## src/rtl/amm_perf_meter_pkg.sv

```systemverilog
// Shared types and helpers for the AMM performance meter.
package measure_pkg;

  typedef enum logic {
    BYTE = 1'b0,
    WORD = 1'b1
  } addr_type_t;

  localparam int unsigned SAT_MAX_W    = 64;
  localparam int unsigned POPCNT_MAX_W = 256;

  // Add two values and clamp the result to the all-ones value of a w-bit counter.
  function automatic logic [SAT_MAX_W-1:0] sat_add(input logic [SAT_MAX_W-1:0] a,
                                                   input logic [SAT_MAX_W-1:0] b,
                                                   input int unsigned          w);
    logic [SAT_MAX_W:0] s;
    logic [SAT_MAX_W:0] lim;
    s   = {1'b0, a} + {1'b0, b};
    lim = ((SAT_MAX_W+1)'(1) << w) - (SAT_MAX_W+1)'(1);
    return (s > lim) ? lim[SAT_MAX_W-1:0] : s[SAT_MAX_W-1:0];
  endfunction

  // Number of set bits.
  function automatic int unsigned popcount(input logic [POPCNT_MAX_W-1:0] v);
    int unsigned n;
    n = 0;
    for (int unsigned i = 0; i < POPCNT_MAX_W; i++) begin
      n = n + 32'(v[i]);
    end
    return n;
  endfunction

endpackage

```

## src/rtl/amm_perf_meter_if.sv

```systemverilog
// Avalon-MM request/response signals observed by the performance meter.
interface amm_perf_meter_if #(
  parameter int unsigned AMM_DATA_W  = 128,
  parameter int unsigned AMM_BURST_W = 11
);
  localparam int unsigned BYTE_PER_WORD = AMM_DATA_W / 8;

  logic                     read;
  logic                     write;
  logic                     waitrequest;
  logic                     readdatavalid;
  logic [AMM_BURST_W-1:0]   burstcount;
  logic [BYTE_PER_WORD-1:0] byteenable;

  modport master (
    output read, write, burstcount, byteenable,
    input  waitrequest, readdatavalid
  );

  modport slave (
    input  read, write, burstcount, byteenable,
    output waitrequest, readdatavalid
  );

  // Passive tap: every signal is an input.
  modport monitor (
    input read, write, waitrequest, readdatavalid, burstcount, byteenable
  );

endinterface

```

## src/rtl/amm_perf_meter_rd_trace_queue.sv

```systemverilog
// Circular buffer of outstanding read bursts: {accept timestamp, remaining beats, first-beat flag}.
module rd_trace_queue #(
  parameter int unsigned DEPTH = 8,
  parameter int unsigned TS_W  = 16,
  parameter int unsigned LEN_W = 11
) (
  input  logic             clk_i,
  input  logic             rst_n_i,
  input  logic             push_i,
  input  logic [TS_W-1:0]  push_ts_i,
  input  logic [LEN_W-1:0] push_len_i,
  input  logic             beat_i,
  input  logic             pop_i,
  output logic             full_o,
  output logic             empty_o,
  output logic [TS_W-1:0]  head_ts_o,
  output logic [LEN_W-1:0] head_rem_o,
  output logic             head_first_o
);

  localparam int unsigned      PTR_W    = $clog2(DEPTH);
  localparam logic [PTR_W:0]   FULL_CNT = (PTR_W+1)'(DEPTH);

  logic [TS_W-1:0]  ts_q  [DEPTH];
  logic [LEN_W-1:0] rem_q [DEPTH];
  logic [DEPTH-1:0] first_q;
  logic [PTR_W-1:0] wr_ptr_q, rd_ptr_q;
  logic [PTR_W:0]   count_q, count_d;
  logic             push_ok, pop_ok;

  assign full_o       = (count_q == FULL_CNT);
  assign empty_o      = (count_q == '0);
  assign pop_ok       = pop_i & ~empty_o;
  assign push_ok      = push_i & (~full_o | pop_ok);
  assign head_ts_o    = ts_q[rd_ptr_q];
  assign head_rem_o   = rem_q[rd_ptr_q];
  assign head_first_o = first_q[rd_ptr_q];

  // Occupancy: a simultaneous push and pop leaves the count unchanged.
  always_comb begin
    count_d = count_q;
    if (push_ok && !pop_ok) begin
      count_d = count_q + 1'b1;
    end else if (pop_ok && !push_ok) begin
      count_d = count_q - 1'b1;
    end
  end

  // Entry and pointer state; when full, a push lands in the slot being popped and overrides the head update.
  always_ff @(posedge clk_i or negedge rst_n_i) begin
    if (!rst_n_i) begin
      wr_ptr_q <= '0;
      rd_ptr_q <= '0;
      count_q  <= '0;
      first_q  <= '0;
      for (int unsigned i = 0; i < DEPTH; i++) begin
        ts_q[i]  <= '0;
        rem_q[i] <= '0;
      end
    end else begin
      count_q <= count_d;
      if (beat_i && !empty_o) begin
        rem_q[rd_ptr_q]   <= rem_q[rd_ptr_q] - 1'b1;
        first_q[rd_ptr_q] <= 1'b0;
      end
      if (pop_ok) begin
        rd_ptr_q <= rd_ptr_q + 1'b1;
      end
      if (push_ok) begin
        ts_q[wr_ptr_q]    <= push_ts_i;
        rem_q[wr_ptr_q]   <= push_len_i;
        first_q[wr_ptr_q] <= 1'b1;
        wr_ptr_q          <= wr_ptr_q + 1'b1;
      end
    end
  end

endmodule

```

## src/rtl/amm_perf_meter.sv

```systemverilog
// Passive Avalon-MM performance meter: first-word read latency min/max/sum, traffic and busy counters.
// Optional latency histogram is built when MEASURE_HISTOGRAM_EN is defined; otherwise hist_o is tied to zero.
module amm_perf_meter
  import measure_pkg::*;
#(
  parameter int unsigned AMM_DATA_W      = 128,
  parameter int unsigned AMM_BURST_W     = 11,
  parameter int unsigned MAX_OUTSTANDING = 8,
  parameter int unsigned DELAY_W         = 16,
  parameter int unsigned CNT_W           = 32,
  parameter addr_type_t  ADDR_TYPE       = BYTE,
  parameter int unsigned HIST_BINS       = 16,
  parameter int unsigned HIST_SHIFT      = 2
) (
  input  logic                            clk_i,
  input  logic                            rst_n_i,
  amm_perf_meter_if.monitor               amm,
  input  logic                            reset_module_i,
  output logic                            busy_o,
  output logic                            error_o,
  output logic [DELAY_W-1:0]              min_delay_o,
  output logic [DELAY_W-1:0]              max_delay_o,
  output logic [CNT_W-1:0]                sum_delay_o,
  output logic [CNT_W-1:0]                rd_trans_cnt_o,
  output logic [CNT_W-1:0]                rd_words_cnt_o,
  output logic [CNT_W-1:0]                rd_ticks_o,
  output logic [CNT_W-1:0]                wr_ticks_o,
  output logic [CNT_W-1:0]                wr_units_cnt_o,
  output logic [HIST_BINS-1:0][CNT_W-1:0] hist_o
);

  localparam int unsigned BYTE_PER_WORD = AMM_DATA_W / 8;
  localparam int unsigned PC_W          = $clog2(BYTE_PER_WORD + 1);

  logic [BYTE_PER_WORD-1:0] be;
  logic                     rd_acc, wr_acc, beat_hit;
  logic                     q_push, q_pop, q_full, q_empty, head_first;
  logic [DELAY_W-1:0]       head_ts, delay;
  logic [AMM_BURST_W-1:0]   head_rem, push_len;

  logic [DELAY_W-1:0] ts_q, ts_d;
  logic               lat_vld_q, lat_vld_d;
  logic [DELAY_W-1:0] lat_q, lat_d;
  logic               trans_inc_q, trans_inc_d;
  logic [PC_W-1:0]    wr_pc_q, wr_pc_d;

  logic [DELAY_W-1:0] min_q, min_d, max_q, max_d;
  logic [CNT_W-1:0]   sum_q, sum_d, trans_q, trans_d, rd_words_q, rd_words_d;
  logic [CNT_W-1:0]   rd_ticks_q, rd_ticks_d, wr_ticks_q, wr_ticks_d, wr_units_q, wr_units_d;
  logic               error_q, error_d;

  assign be       = amm.byteenable;
  assign rd_acc   = amm.read & ~amm.waitrequest;
  assign wr_acc   = amm.write & ~amm.waitrequest;
  assign beat_hit = amm.readdatavalid & ~q_empty;
  assign q_pop    = beat_hit & (head_rem <= AMM_BURST_W'(1));
  assign q_push   = rd_acc & (~q_full | q_pop);
  assign push_len = (amm.burstcount == '0) ? AMM_BURST_W'(1) : amm.burstcount;
  assign delay    = ts_q - head_ts;

  rd_trace_queue #(
    .DEPTH (MAX_OUTSTANDING),
    .TS_W  (DELAY_W),
    .LEN_W (AMM_BURST_W)
  ) u_queue (
    .clk_i        (clk_i),
    .rst_n_i      (rst_n_i),
    .push_i       (q_push),
    .push_ts_i    (ts_q),
    .push_len_i   (push_len),
    .beat_i       (beat_hit),
    .pop_i        (q_pop),
    .full_o       (q_full),
    .empty_o      (q_empty),
    .head_ts_o    (head_ts),
    .head_rem_o   (head_rem),
    .head_first_o (head_first)
  );

  // Free-running timestamp plus one-cycle staging of latency samples, completions and write units.
  always_comb begin
    ts_d        = ts_q + 1'b1;
    lat_vld_d   = beat_hit & head_first;
    lat_d       = delay;
    trans_inc_d = q_pop;
    wr_pc_d     = wr_acc ? PC_W'(popcount(POPCNT_MAX_W'(be))) : '0;
  end

  // Staging registers are not touched by reset_module_i: they carry in-flight measurements.
  always_ff @(posedge clk_i or negedge rst_n_i) begin
    if (!rst_n_i) begin
      ts_q        <= '0;
      lat_vld_q   <= 1'b0;
      lat_q       <= '0;
      trans_inc_q <= 1'b0;
      wr_pc_q     <= '0;
    end else begin
      ts_q        <= ts_d;
      lat_vld_q   <= lat_vld_d;
      lat_q       <= lat_d;
      trans_inc_q <= trans_inc_d;
      wr_pc_q     <= wr_pc_d;
    end
  end

  // Statistics next-state: saturating counters, latency extremes and sticky protocol error.
  always_comb begin
    min_d      = min_q;
    max_d      = max_q;
    sum_d      = sum_q;
    trans_d    = trans_q;
    rd_words_d = rd_words_q;
    rd_ticks_d = rd_ticks_q;
    wr_ticks_d = wr_ticks_q;
    wr_units_d = wr_units_q;
    error_d    = error_q;
    if (lat_vld_q) begin
      sum_d = CNT_W'(sat_add(SAT_MAX_W'(sum_q), SAT_MAX_W'(lat_q), CNT_W));
      if (lat_q < min_q) min_d = lat_q;
      if (lat_q > max_q) max_d = lat_q;
    end
    if (trans_inc_q) trans_d = CNT_W'(sat_add(SAT_MAX_W'(trans_q), SAT_MAX_W'(1), CNT_W));
    if (amm.readdatavalid) rd_words_d = CNT_W'(sat_add(SAT_MAX_W'(rd_words_q), SAT_MAX_W'(1), CNT_W));
    if (busy_o || amm.read) rd_ticks_d = CNT_W'(sat_add(SAT_MAX_W'(rd_ticks_q), SAT_MAX_W'(1), CNT_W));
    if (amm.write) wr_ticks_d = CNT_W'(sat_add(SAT_MAX_W'(wr_ticks_q), SAT_MAX_W'(1), CNT_W));
    if (ADDR_TYPE == BYTE) begin
      wr_units_d = CNT_W'(sat_add(SAT_MAX_W'(wr_units_q), SAT_MAX_W'(wr_pc_q), CNT_W));
    end else if (wr_acc) begin
      wr_units_d = CNT_W'(sat_add(SAT_MAX_W'(wr_units_q), SAT_MAX_W'(1), CNT_W));
    end
    if ((rd_acc && q_full && !q_pop) || (amm.readdatavalid && q_empty) ||
        (rd_acc && amm.burstcount == '0)) begin
      error_d = 1'b1;
    end
    if (reset_module_i) begin
      min_d      = '1;
      max_d      = '0;
      sum_d      = '0;
      trans_d    = '0;
      rd_words_d = '0;
      rd_ticks_d = '0;
      wr_ticks_d = '0;
      wr_units_d = '0;
      error_d    = 1'b0;
    end
  end

  // Statistics registers.
  always_ff @(posedge clk_i or negedge rst_n_i) begin
    if (!rst_n_i) begin
      min_q      <= '1;
      max_q      <= '0;
      sum_q      <= '0;
      trans_q    <= '0;
      rd_words_q <= '0;
      rd_ticks_q <= '0;
      wr_ticks_q <= '0;
      wr_units_q <= '0;
      error_q    <= 1'b0;
    end else begin
      min_q      <= min_d;
      max_q      <= max_d;
      sum_q      <= sum_d;
      trans_q    <= trans_d;
      rd_words_q <= rd_words_d;
      rd_ticks_q <= rd_ticks_d;
      wr_ticks_q <= wr_ticks_d;
      wr_units_q <= wr_units_d;
      error_q    <= error_d;
    end
  end

  assign busy_o         = ~q_empty;
  assign error_o        = error_q;
  assign min_delay_o    = min_q;
  assign max_delay_o    = max_q;
  assign sum_delay_o    = sum_q;
  assign rd_trans_cnt_o = trans_q;
  assign rd_words_cnt_o = rd_words_q;
  assign rd_ticks_o     = rd_ticks_q;
  assign wr_ticks_o     = wr_ticks_q;
  assign wr_units_cnt_o = wr_units_q;

`ifdef MEASURE_HISTOGRAM_EN
  localparam int unsigned BIN_W = (HIST_BINS > 1) ? $clog2(HIST_BINS) : 1;

  logic [HIST_BINS-1:0][CNT_W-1:0] hist_q, hist_d;
  logic [DELAY_W-1:0]              bin_raw;
  logic [BIN_W-1:0]                bin_idx;

  // Histogram next-state: one saturating increment per latency sample, last bin catches the tail.
  always_comb begin
    bin_raw = lat_q >> HIST_SHIFT;
    bin_idx = (bin_raw >= DELAY_W'(HIST_BINS - 1)) ? BIN_W'(HIST_BINS - 1) : BIN_W'(bin_raw);
    hist_d  = hist_q;
    if (lat_vld_q) begin
      hist_d[bin_idx] = CNT_W'(sat_add(SAT_MAX_W'(hist_q[bin_idx]), SAT_MAX_W'(1), CNT_W));
    end
    if (reset_module_i) hist_d = '0;
  end

  // Histogram bins.
  always_ff @(posedge clk_i or negedge rst_n_i) begin
    if (!rst_n_i) begin
      hist_q <= '0;
    end else begin
      hist_q <= hist_d;
    end
  end

  assign hist_o = hist_q;
`else
  assign hist_o = '0;
`endif

endmodule

```

## src/flat_wrapper.sv

```systemverilog
// flat-port wrapper written by rule: the top's interface ports become plain ports
module amm_perf_meter_flat import measure_pkg::*;
#(
  parameter int unsigned AMM_DATA_W      = 128,
  parameter int unsigned AMM_BURST_W     = 11,
  parameter int unsigned MAX_OUTSTANDING = 8,
  parameter int unsigned DELAY_W         = 16,
  parameter int unsigned CNT_W           = 32,
  parameter addr_type_t  ADDR_TYPE       = BYTE,
  parameter int unsigned HIST_BINS       = 16,
  parameter int unsigned HIST_SHIFT      = 2
)
  (clk_i, rst_n_i, reset_module_i, busy_o, error_o, min_delay_o, max_delay_o, sum_delay_o, rd_trans_cnt_o, rd_words_cnt_o, rd_ticks_o, wr_ticks_o, wr_units_cnt_o, hist_o, amm_read, amm_write, amm_waitrequest, amm_readdatavalid, amm_burstcount, amm_byteenable);
  amm_perf_meter_if #(.AMM_DATA_W(AMM_DATA_W), .AMM_BURST_W(AMM_BURST_W)) amm_i ();
  input  logic clk_i;
  input  logic rst_n_i;
  input  logic reset_module_i;
  output logic busy_o;
  output logic error_o;
  output logic [DELAY_W-1:0] min_delay_o;
  output logic [DELAY_W-1:0] max_delay_o;
  output logic [CNT_W-1:0] sum_delay_o;
  output logic [CNT_W-1:0] rd_trans_cnt_o;
  output logic [CNT_W-1:0] rd_words_cnt_o;
  output logic [CNT_W-1:0] rd_ticks_o;
  output logic [CNT_W-1:0] wr_ticks_o;
  output logic [CNT_W-1:0] wr_units_cnt_o;
  output logic [HIST_BINS-1:0][CNT_W-1:0] hist_o;
  input wire logic [$bits(amm_i.read)-1:0] amm_read;
  input wire logic [$bits(amm_i.write)-1:0] amm_write;
  input wire logic [$bits(amm_i.waitrequest)-1:0] amm_waitrequest;
  input wire logic [$bits(amm_i.readdatavalid)-1:0] amm_readdatavalid;
  input wire logic [$bits(amm_i.burstcount)-1:0] amm_burstcount;
  input wire logic [$bits(amm_i.byteenable)-1:0] amm_byteenable;
  assign amm_i.read = amm_read;
  assign amm_i.write = amm_write;
  assign amm_i.waitrequest = amm_waitrequest;
  assign amm_i.readdatavalid = amm_readdatavalid;
  assign amm_i.burstcount = amm_burstcount;
  assign amm_i.byteenable = amm_byteenable;
  amm_perf_meter #(.AMM_DATA_W(AMM_DATA_W), .AMM_BURST_W(AMM_BURST_W), .MAX_OUTSTANDING(MAX_OUTSTANDING), .DELAY_W(DELAY_W), .CNT_W(CNT_W), .ADDR_TYPE(ADDR_TYPE), .HIST_BINS(HIST_BINS), .HIST_SHIFT(HIST_SHIFT)) u_core (.clk_i(clk_i), .rst_n_i(rst_n_i), .amm(amm_i), .reset_module_i(reset_module_i), .busy_o(busy_o), .error_o(error_o), .min_delay_o(min_delay_o), .max_delay_o(max_delay_o), .sum_delay_o(sum_delay_o), .rd_trans_cnt_o(rd_trans_cnt_o), .rd_words_cnt_o(rd_words_cnt_o), .rd_ticks_o(rd_ticks_o), .wr_ticks_o(wr_ticks_o), .wr_units_cnt_o(wr_units_cnt_o), .hist_o(hist_o));
endmodule
```

## config.mk

```make
export PLATFORM = sky130hd
export DESIGN_NAME = amm_perf_meter_flat
export DESIGN_NICKNAME = d
export VERILOG_FILES = /design/src/rtl/amm_perf_meter_pkg.sv /design/src/rtl/amm_perf_meter_if.sv /design/src/rtl/amm_perf_meter_rd_trace_queue.sv /design/src/rtl/amm_perf_meter.sv /design/src/flat_wrapper.sv
export SDC_FILE = /design/constraint.sdc
export NUM_CORES = 1
export LEC_CHECK = 0
export ABC_AREA = 1
export CAP_MARGIN = 20
export CELL_PAD_IN_SITES_DETAIL_PLACEMENT = 0
export CELL_PAD_IN_SITES_GLOBAL_PLACEMENT = 1
export CORE_MARGIN = 1.5
export CORE_UTILIZATION = 40
export DETAILED_ROUTE_END_ITERATION = 10
export PLACE_DENSITY_LB_ADDON = 0.15
export SETUP_SLACK_MARGIN = 0.2
export SLEW_MARGIN = 20
export SYNTH_ARGS = -nofsm -noshare
export SYNTH_HDL_FRONTEND = slang
export SYNTH_SLANG_ARGS = --single-unit
```

## constraint.sdc

```tcl
create_clock -name clk_i -period 5.95 [get_ports clk_i]
set_input_delay 1.19 -clock clk_i [delete_from_list [all_inputs] [get_ports clk_i]]
set_output_delay 1.19 -clock clk_i [all_outputs]
set_load 0.1 [all_outputs]
```

# Word-level counts from Yosys, hierarchy flattened
# Index checks and enable logic that the tools add are counted.
[totals]
reg_bits = 498
output_inout_bits = 738
word_cells = 183
[op_classes]
n_addsub = 28
magnitude_cmp = 17
n_eq_ne = 1
mux = 54
n_bitwise = 18
reduce_logical = 31
[ops]
columns = ["cell", "n"]
rows = [
  ["two-way mux 32 bit", 17],
  ["> comparator 33 x 32 -> 1 bit (second input constant)", 6],
  ["bitwise mux 88 bit", 2],
  ["two-way mux 88 bit", 2],
  ["two-way mux 16 bit", 9],
  ["adder 32 x 1 -> 33 bit (second input constant)", 4],
  ["bitwise mux 128 bit", 1],
  ["adder 5 x 1 -> 5 bit", 14],
  ["demux 11 bit (select 3 bit)", 2],
  ["two-way mux 11 bit", 5],
  ["binary-select mux 16 bit (select 3 bit)", 1],
  ["demux 16 bit (select 3 bit)", 1],
  ["adder 32 x 16 -> 33 bit", 1],
  ["adder 32 x 5 -> 33 bit", 1],
  ["binary-select mux 11 bit (select 3 bit)", 1],
  ["nonzero test 2 bit", 9],
  ["adder 16 x 1 -> 16 bit (second input constant)", 1],
  ["> comparator 16 bit", 1],
  ["< comparator 16 bit", 1],
  ["two-way mux 8 bit", 2],
  ["subtractor 16 bit", 1],
  ["<= comparator 11 x 1 -> 1 bit (second input constant)", 1],
  ["logical AND 1 bit", 11],
  ["logical NOT 11 bit", 1],
  ["other kinds (26)", 54],
]

# Depth between registers and ports, before layout
# Gate-level depths: netlist (run 1).
[depth]
depth_word = 16
depth_mapped = 29
ltp_nobuf = 25

# Modules after synthesis
# From an unflattened synthesis (run 1), not the netlist that was laid out.
[hier_totals]
hier_cells = 4870
hier_area_um2 = 34862.2
[modules_own_cells]
columns = ["module", "instances", "cells_per_inst", "area_per_inst_um2", "seq_area_each_um2"]
rows = [
  ["amm_perf_meter", 1, 3370, 23047.1, 6626.4],
  ["rd_trace_queue", 1, 1500, 11815.1, 5855.6],
]

# Worst setup path before layout (run 1)
# Ideal clock, no wire load.
[synth_timing]
path_type = "input-to-reg"
from = "in amm_byteenable[0]"
to = "reg u_core.wr_pc_q[1]"
setup_ps = 118
arrival_time_ps = 4296
setup_slack_ps = 1536
path_stages = 11
n_path_buf = 0
path_cell_list = "ha_1 -> inv_1 -> fa_1 -> fa_1 -> fa_1 -> fa_1 -> fa_1 -> inv_1 -> fa_1 -> inv_1 -> nor2_1"
[synth_between]
elab_chain_len = 16
[synth_rtl]
columns = ["item", "line", "rtl"]
rows = [
  ["start: declaration", "flat_wrapper.sv:34", "input wire logic [$bits(amm_i.byteenable)-1:0] amm_byteenable;"],
  ["adder 1 x 1 -> 2 bit", "amm_perf_meter_pkg.sv:28", "n = n + 32'(v[i]);"],
  ["adder 5 x 1 -> 5 bit (14 in series)", "amm_perf_meter_pkg.sv:28", ""],
  ["two-way mux 5 bit", "amm_perf_meter.sv:86", "wr_pc_d = wr_acc ? PC_W'(popcount(POPCNT_MAX_W'(be))) : '0;"],
  ["via u_core.wr_pc_d[1]", "amm_perf_meter.sv:45", "logic [PC_W-1:0] wr_pc_q, wr_pc_d;"],
  ["end signal: assignment", "amm_perf_meter.sv:102", "wr_pc_q <= wr_pc_d;"],
  ["end: declaration", "amm_perf_meter.sv:45", ""],
]
# The timed path passes the listed nets, and every way through them passes these cells.
# A chain may end at the register's enable or synchronous reset.

# Worst setup path after layout (run 1)
[layout_timing]
from = "reg u_core.u_queue.rd_ptr_q[2]"
to = "reg u_core.u_queue.rem_q[42] in the netlist's numbering"
[layout_between]
elab_chain_len = 10
elab_cells_between_ends = 21
classes_between = "add/sub: 1; order compare: 3; mux: 9; bitwise: 7; reduce/logical: 1"
[layout_rtl]
columns = ["item", "line", "rtl"]
rows = [
  ["start: declaration", "amm_perf_meter_rd_trace_queue.sv:27", "logic [PTR_W-1:0] wr_ptr_q, rd_ptr_q;"],
  ["start signal: assignment", "amm_perf_meter_rd_trace_queue.sv:67", "rd_ptr_q <= rd_ptr_q + 1'b1;"],
  ["inverter 3 -> 4 bit (implied by the code) *", "amm_perf_meter_rd_trace_queue.sv:36, amm_perf_meter_rd_trace_queue.sv:63", ""],
  ["binary-select mux 11 bit (select 3 bit)", "amm_perf_meter_rd_trace_queue.sv:36, amm_perf_meter_rd_trace_queue.sv:63", ""],
  ["two-way mux 11 bit (implied by the code) (2 in series)", "amm_perf_meter_rd_trace_queue.sv:36, amm_perf_meter_rd_trace_queue.sv:63", ""],
  ["<= comparator 11 x 1 -> 1 bit", "amm_perf_meter.sv:56", "assign q_pop = beat_hit & (head_rem <= AMM_BURST_W'(1));"],
  ["bitwise AND 1 bit", "amm_perf_meter.sv:56", ""],
  ["bitwise OR 1 bit / bitwise AND 1 bit (equally long branches)", "amm_perf_meter.sv:57, amm_perf_meter_rd_trace_queue.sv:33", ""],
  ["bitwise AND 1 bit / bitwise OR 1 bit (equally long branches)", "amm_perf_meter.sv:57, amm_perf_meter_rd_trace_queue.sv:34", ""],
  ["bitwise AND 1 bit", "amm_perf_meter_rd_trace_queue.sv:34", "assign push_ok = push_i & (~full_o | pop_ok);"],
  ["two-way mux 88 bit *", "amm_perf_meter_rd_trace_queue.sv:69", "if (push_ok) begin"],
  ["end signal: indexed assignment", "amm_perf_meter_rd_trace_queue.sv:63", "rem_q[rd_ptr_q] <= rem_q[rd_ptr_q] - 1'b1;"],
  ["end signal: indexed assignment", "amm_perf_meter_rd_trace_queue.sv:71", "rem_q[wr_ptr_q] <= push_len_i;"],
  ["end: declaration", "amm_perf_meter_rd_trace_queue.sv:25", "logic [LEN_W-1:0] rem_q [DEPTH];"],
]
# Every way passes the cells marked *; elsewhere a longest branch is shown, timed or not. The select of a mux whose other input is x is not followed.

==> results of run 1 <==
[where the power goes]
group          switching, mW  total [mW]  leakage, nW  internal (mW)
Combinational           5.57        7.21         12.7           1.64
Sequential             0.497        4.54         6.64           4.05
Clock                   1.63        4.23         1.11           2.59
Total                   7.70        16.0         20.5           8.28
[area by class of cell]
class / instances / area [um^2] / share of cell area
timing repair buffer: 308 / 3030 / 0.0750
clock inverter: 18 / 253 / 0.00626
sequential: 498 / 12500 / 0.309
clock buffer: 100 / 2010 / 0.0499
inverter: 410 / 1550 / 0.0383
tap: 1176 / 1470 / 0.0365
multi-input combinational: 4269 / 19600 / 0.485
[critical path: stages, from the launching register on]
cell and delay, ns:
dfrtp_1 0.72, inv_4 0.18, nand3_2 0.15, inv_2 0.26, nand2_1 0.13, nand2_1 0.06
nor2_1 0.11, nand2_1 0.25, inv_1 0.22, nand2_2 0.11, nor2_4 0.13, nand2_4 0.12
nand2_2 0.10, nand2_4 0.09, nand2_8 0.37, buf_4 0.51, nand3_2 0.66, nand2_1 0.24
nand2_1 0.07
[synthesized netlist by cell type (35+ instances only)]
cell	count	area [um^2]
o21ai_0	212	1060
dfrtp_1	482	12100
nor2_1	451	1690
nor3_1	42	210
xor2_1	72	631
buf_4	531	3990
ha_1	88	1100
nand3_1	252	1260
inv_1	397	1490
nand4_1	193	1210
clkbuf_1	121	454
a21oi_1	97	485
buf_2	35	175
nand2_1	2120	7960
[per-stage QoR]
stage,util,power (mW),setup slack (ns),hold slack (ns),cell area [um^2]
after floorplan,-,10.3,1.54,0.442,38300
after global placement,0.423,11.7,0.942,0.454,38100
after detailed placement,0.423,11.8,0.911,0.459,38100
after CTS,0.448,16.1,1.33,0.472,40300
after global routing,0.448,17.0,0.895,0.482,40400
final,0.448,16.0,1.30,0.469,40400
[per-layer routing]
metal  global-route usage  wire [um]
met4               0.0676       2810
met3               0.0305       5820
met2                0.383      52400
met1                0.341      53200
met5                    0          0
[flip-flops by register name, summed over array words and instances, names as in the netlist]
| signal | cells |
|---|---|
| u_core.trans_inc_q | 1 |
| u_core.sum_delay_o | 32 |
| u_core.u_queue.wr_ptr_q | 3 |
| u_core.u_queue.rd_ptr_q | 3 |
| u_core.rd_trans_cnt_o | 32 |
| u_core.lat_q | 16 |
| u_core.wr_pc_q | 5 |
| u_core.rd_ticks_o | 32 |
| u_core.lat_vld_q | 1 |
| u_core.u_queue.ts_q | 128 |
| u_core.max_delay_o | 16 |
| u_core.ts_q | 16 |
| u_core.error_o | 1 |
| u_core.u_queue.count_q | 4 |
| u_core.wr_ticks_o | 32 |
| u_core.min_delay_o | 16 |
| u_core.u_queue.first_q | 8 |
| u_core.rd_words_cnt_o | 32 |
| u_core.wr_units_cnt_o | 32 |
| u_core.u_queue.rem_q | 88 |
[cells by family (layout without fill, tap and decap cells)]
family | Yosys count | count (layout) | synth area share
other | 1 | 512 | 0.000103
adder cells (fa/ha/maj) | 102 | 102 | 0.0380
AO/OA/AOI/OAI | 426 | 426 | 0.0673
AND/OR/NAND/NOR | 3134 | 3134 | 0.355
flip-flops | 498 | 498 | 0.343
buffers and inverters | 1121 | 836 | 0.173
XOR/XNOR | 95 | 95 | 0.0229
[worst max-delay path by stage]
stage                                from                  endpoint  slack, ns  cells after the start
2_1_floorplan           amm_byteenable[0]         u_core.wr_pc_q[1]       1.54                     11
6_report       u_core.u_queue.rd_ptr_q[2]  u_core.u_queue.rem_q[42]       1.30                     18
3_5_place_dp            amm_byteenable[0]         u_core.wr_pc_q[1]       0.91                     12
3_3_place_gp            amm_byteenable[0]         u_core.wr_pc_q[1]       0.94                     12
5_1_grt        u_core.u_queue.rd_ptr_q[2]   u_core.u_queue.ts_q[56]       0.90                     18
4_1_cts        u_core.u_queue.rd_ptr_q[2]  u_core.u_queue.rem_q[42]       1.33                     18
==> results.md, run 1 <==
Outcome:
- The flow ran to the end, and the final reports show no timing, DRC or antenna violations.

Worst setup path:
- The count of cells along the worst register-to-register path is 18.
- In this run the critical register-to-register path is captured at u_core.u_queue.rem_q[42].
- Across all register-to-register paths, the minimum setup slack is 1.30 ns.
- The data arrival time of the critical path is 5.13 ns.
- The launch point of the worst reg-to-reg path is u_core.u_queue.rd_ptr_q[2].
- At the worst endpoint, the required time is 6.44 ns.
- The critical path start-end classification is reg2reg.
- The worst setup path is captured at a register.
- The critical path startpoint category is a register.
- The maximum fanout count along the critical path is 72.

Pwr:
- The ratio of total power to cell area is 396 mW/mm^2.
- Summed over all cells, the static leakage comes to 20.5 nW.
- The peak ir drop on the vdd network is 0.262 mV.

GRT:
- Across every metal layer, demand over resource in global routing totals 0.240.
- Global routing finished with a remaining overflow of 0.
- The initial antenna violation count is 0.
- The via count of the first global-routing pass is 30300.
- The wire length of the first global-routing pass is 178 mm.
- Entering global routing, the biggest net connects 108 pins.

Clock tree:
- The count of hold-fix buffers inserted at cts is 0.
- The clock passes through at most 3 buffers.
- The CTS tree is done.
- The number of buffers inserted to repair setup after CTS is 0.
- At the later pin of the worst-skew pair, clock insertion delay measures 0.61 ns.
- The buffer cell driving the clock tree root is clkbuf_16.
- The H-tree was split into 3 levels.
- The total number of clock tree sinks is 498.
- In this run, CTS created clock tree buffers numbering 66.
- The clock slew seen by the registers of the worst setup and hold paths is 0.06 ns.
- After clock tree synthesis, the repair step resized 0 gates.

Layout:
- After filler insertion, the fill cell instance count of the layout stands at 9516.
- The most common library cell in the layout ignoring fill and taps is nand2_1.
- Of the cells placed in the final design, the portion with a size suffix greater than 1 is 0.0450.
- The number of nets in the layout is 5689.
- The non-filler instance count after layout is 6779.
- From synthesis to final layout, the design area changed by 11.0%.
- The library cells used most frequently in the layout, excluding fill and tap cells, are nand2_1 (2117), conb_1 (512), dfrtp_1 (481).
- The number of diodes is 0.

Min path:
- The worst-case hold path end point is u_core.u_queue.ts_q[32].
- The cell depth of the worst hold path is 2.
- In this run the most critical hold path is launched from u_core.u_queue.ts_q[32].
- The path category of the worst min-delay check is reg2reg.

STA:
- The share of the cycle needed by the critical path after routing is 0.781.
- Setup repair after global routing left no endpoint under its margin.
- The final number of hold-violating endpoints is 0.
- Setup total negative slack on the finished layout was measured at 0 ns.
- The clock period minus final worst setup slack is 4.65 ns.
- Between clock sinks in the finished design, the worst skew comes to 0.0171 ns.
- For the pin with the worst max-slew slack, the measured transition is 1.15 ns.
- Setup violations remaining at the end of the flow were counted as 0.
- Based on the critical path, the design can be clocked at up to 0.215 GHz.
- The worst slew margin relative to its limit is 0.232.
- The total count of max-transition violations in the final report was 0.

Logic synthesis:
- The synthesis-stage register bit count is 498.
- The number of different library cells in the post-synthesis netlist is 52.
- The synthesized instance count is 5377.
- The yosys synthesis warning count is 0.
- After synthesis the cells add up to 0.0364 mm^2.
- Each instance of the synthesized netlist takes up on average 6.76 um^2.
- The number of enable flip-flop cells after synthesis is 0.
- The async set-reset flop share out of synthesis is 1.00.
- The share of the Yosys chip area taken by registers is 0.343.
- The most used flip-flop cell after synthesis is dfrtp_1.

Place:
- The port buffer count is 259.
- The detailed placer's ending HPWL is 78.8 mm.
- The final weighted congestion in routability-driven placement is 0.888.
- Including well taps, the total number of placed cells is 6660.

Routing:
- The count of nets left with antenna violations once routing finished came out at 0.
- The first-iteration detailed-routing DRC count is 2415.
- In the routed design, unresolved DRC markers number 0.
- The total iterations of the first detailed-routing run is 7.
- Dividing the detail-routed via count by the number of cells gives 4.86.
- The routed design has 114 mm of wire.
- The average routed wire per standard cell is 16.8 um.
- The count of vias placed by the detailed router is 33000.

Floorplanning:
- The effective utilization at floorplan is 0.404.
- In this run the horizontal extent of the chip is 305 um.
- The die covers 0.0927 mm^2.
- The number of placement rows is 110.
- The core area is 0.0900 mm^2.
- Pin placement for this block handled 772 I/O pins.
- Measured along the y axis, the die boundary spans 305 um.

Job:
- The number of maximum-capacitance constraint violations is 0.
No activity file was read; power rests on OpenSTA's default activity.
==> inputs of run 2 (changes only) <==
--- a/config.mk
+++ b/config.mk
@@ -10,7 +10,7 @@
 export CELL_PAD_IN_SITES_DETAIL_PLACEMENT = 0
 export CELL_PAD_IN_SITES_GLOBAL_PLACEMENT = 1
 export CORE_MARGIN = 1.5
-export CORE_UTILIZATION = 40
+export CORE_UTILIZATION = 37
 export DETAILED_ROUTE_END_ITERATION = 10
 export PLACE_DENSITY_LB_ADDON = 0.15
 export SETUP_SLACK_MARGIN = 0.2
==> constraint.sdc (replaced) <==
create_clock -name clk_i -period 4.7 [get_ports clk_i]
set_input_delay 0.94 -clock clk_i [delete_from_list [all_inputs] [get_ports clk_i]]
set_output_delay 0.94 -clock clk_i [all_outputs]
set_load 0.1 [all_outputs]
==> run 2 against run 1 <==
  * Register-to-register slack got worse by 0.72 ns
  * Sequential share of layout area fell by 0.26 points
  * Largest cell class unchanged
  * Clock-buffer cell count fell by 7
==> results.md, run 2 (synthesis results as in run 1) <==
Layout:
- The largest register by flop count is u_core.u_queue.ts_q.
- The synthesis-to-finish area growth is 11.9%.
- Across the whole layout, storage elements account for 0.0125 mm^2.
- The number of diodes is 0.
- Of the cells placed in the final design, the portion with a size suffix greater than 1 is 0.0501.
- Leaving out fill and tap cells, the most frequent cells in the layout are nand2_1 (2118), conb_1 (512), dfrtp_1 (481).
- The number of nets in the layout is 5715.
- The most common library cell in the layout ignoring fill and taps is nand2_1.
- The register with the most flip-flops in the layout has 128 of them.
- The largest registers in the layout are u_core.u_queue.ts_q: 128 flops, u_core.u_queue.rem_q: 88 flops.
- The area taken by multi-input logic gates is 0.0196 mm^2.
- Once layout is complete, the utilization of the core stands at 0.420.
- The fill cell total of the finished layout is 10300.

Worst setup path:
- Data arrives at the worst endpoint at 4.61 ns.
- The critical path start-end classification is reg2reg.
- The maximum fanout count along the critical path is 42.
- The worst setup path is captured at a register.
- For the worst setup path, the data required time is 5.19 ns.
- The worst setup path is launched from a register.

Min path:
- The path class of the tightest hold or removal check is in2async.

Clock tree:
- The CTS tree is done.
- Once the clock tree was built, the resizer swapped 0 gates to a different size.
- The tree is rooted in a clkbuf_16.
- The count of hold-fix buffers inserted at cts is 0.
- The clock slew seen by the registers of the worst setup and hold paths is 0.06 ns.
- The clock insertion delay at the later pin of the skew report is 0.62 ns.
- The total number of clock tree sinks is 498.
- In this run the post-CTS setup repair buffer count came out at 0.
- The buffer levels on the longest clock path is 3.
- The number of CTS-inserted buffers is 67.
- The H-tree was split into 3 levels.

Floorplanning:
- The effective utilization at floorplan is 0.375.
- The core region is 0.0970 mm^2.
- The die boundary width is 317 um.
- The I/O pin count is 772.
- In this run the core area contains 114 standard-cell rows.
- The die height is 317 um.
- The total die area is 0.100 mm^2.

Routing:
- The total iterations of the first detailed-routing run is 6.
- The count of vias placed by the detailed router is 32900.
- The first-iteration detailed-routing DRC count is 2635.
- The number of nets with antenna violations after detailed routing is 0.
- In the final routed layout, each cell accounts on average for 16.9 um.
- The routed via count divided by cell count is 4.77.
- The DRC violation count after routing is 0.
- Summed over all layers, the routed wires come to 116 mm.

STA:
- The share of the cycle needed by the critical path after routing is 0.875.
- The tightest hold path in the finished design has a slack of 0.327 ns.
- Across all setup checks in the final design, the least slack found is 0.585 ns.
- The maximum clock frequency is 0.243 GHz.
- The worst path needs 4.11 ns of the cycle, external delays included.
- The worst clock skew is 0.0212 ns.
- The total count of max-transition violations in the final report came to 0.
- The final number of hold-violating endpoints came to 0.
- Setup violations remaining at the end of the flow were counted as 0.
- In the final timing run, aggregate negative setup slack is 0 ns.
- Setup repair after global routing left no endpoint under its margin.
- At the pin with the least slew margin, the transition time is 1.14 ns.
- The worst pin sits at a relative slew slack of 0.237.

Place:
- The detailed placer's ending HPWL is 82.5 mm.
- The worst slack at placement is 0.00885 ns.
- Buffers placed on the I/O ports in this run total 259.
- At the end of routability-driven placement, the weighted congestion stood at 0.870.

Pwr:
- For this design the static power due to leakage is 20.6 nW.
- The ratio of total power to cell area is 499 mW/mm^2.
- The peak ir drop on the vdd network is 0.288 mV.

GRT:
- The pin count of the biggest net entering global routing is 92.
- For this run the aggregate overflow at the end of global routing stands at 0.
- The initial antenna violation count was 0.
- The via count of the first global-routing pass is 30400.
- In the global route stage, overall resource usage came out at 0.227.
- The wire length of the first global-routing pass is 180 mm.

Job:
- The number of maximum-capacitance constraint violations is 0.

Outcome:
- The flow ran to the end, and the final reports show no timing, DRC or antenna violations.
## run 2: path summary, 6_finish.rpt
| path | startpoint | end | slack (ns) | depth (start not counted) |
|---|---|---|---|---|
| worst min-delay path | rst_n_i | u_core.wr_units_cnt_o[24] | 0.33 | 1 |
| worst max-delay path | u_core.u_queue.rd_ptr_q[1] | u_core.u_queue.count_q[3] | 0.59 | 25 |
| worst min register to register | u_core.u_queue.ts_q[46] | u_core.u_queue.ts_q[46] | 0.47 | 2 |
| min in group clk_i | u_core.u_queue.ts_q[46] | u_core.u_queue.ts_q[46] | 0.47 | 2 |
| worst max register to register | u_core.u_queue.rd_ptr_q[1] | u_core.u_queue.count_q[3] | 0.59 | 25 |
| max in group asynchronous | rst_n_i | u_core.wr_ticks_o[1] | 3.35 | 2 |
## run 2: where the power goes
group	internal, mW	leakage (nW)	switching, mW
clock	3.24	1.13	2.11
combinational	2.12	12.8	7.10
sequential	5.12	6.64	0.608
total	10.5	20.6	9.82
## run 2: area by class of cell
cell class                 count  share of cell area
sequential                   498               0.307
tap                         1276              0.0392
timing repair buffer         333              0.0793
multi-input combinational   4269               0.481
clock buffer                  93              0.0478
inverter                     410              0.0381
clock inverter                28             0.00818
## run 2: critical path: stages (launching register included)
cell	delay, ns
dfrtp_1	0.38
buf_4	0.31
nand3_2	0.16
inv_2	0.35
nand2_1	0.09
nand2_1	0.08
nor2_1	0.05
nand2_1	0.31
inv_1	0.16
nand2_2	0.15
nor2_4	0.06
nand2_4	0.13
nand2_2	0.08
nand2_4	0.13
nand2_8	0.21
nand2_4	0.14
inv_2	0.04
ha_1	0.20
inv_1	0.11
ha_1	0.24
a21o_1	0.15
a21oi_1	0.15
nand2_1	0.07
nand2_1	0.05
nor2_1	0.04
xor2_1	0.13
## run 2: metal layers
metal  share of wire  routed length, um  up-vias  track usage
met4           0.020               2310        0       0.0535
li1                -                  -    16500            -
met1            0.48              55500    15500        0.330
met3           0.047               5490      120       0.0264
met2            0.46              53200      893        0.359
met5               0                  0        -            0
## run 2: metrics by stage
step / area [um^2] / cells / power (mW)
after floorplan: 38300 / 5888 / 13.1
after global placement: 38400 / 6786 / 14.9
after detailed placement: 38400 / 6786 / 15.0
after CTS: 40700 / 6907 / 20.4
after global routing: 40700 / 6907 / 21.6
final: 40700 / 6907 / 20.3
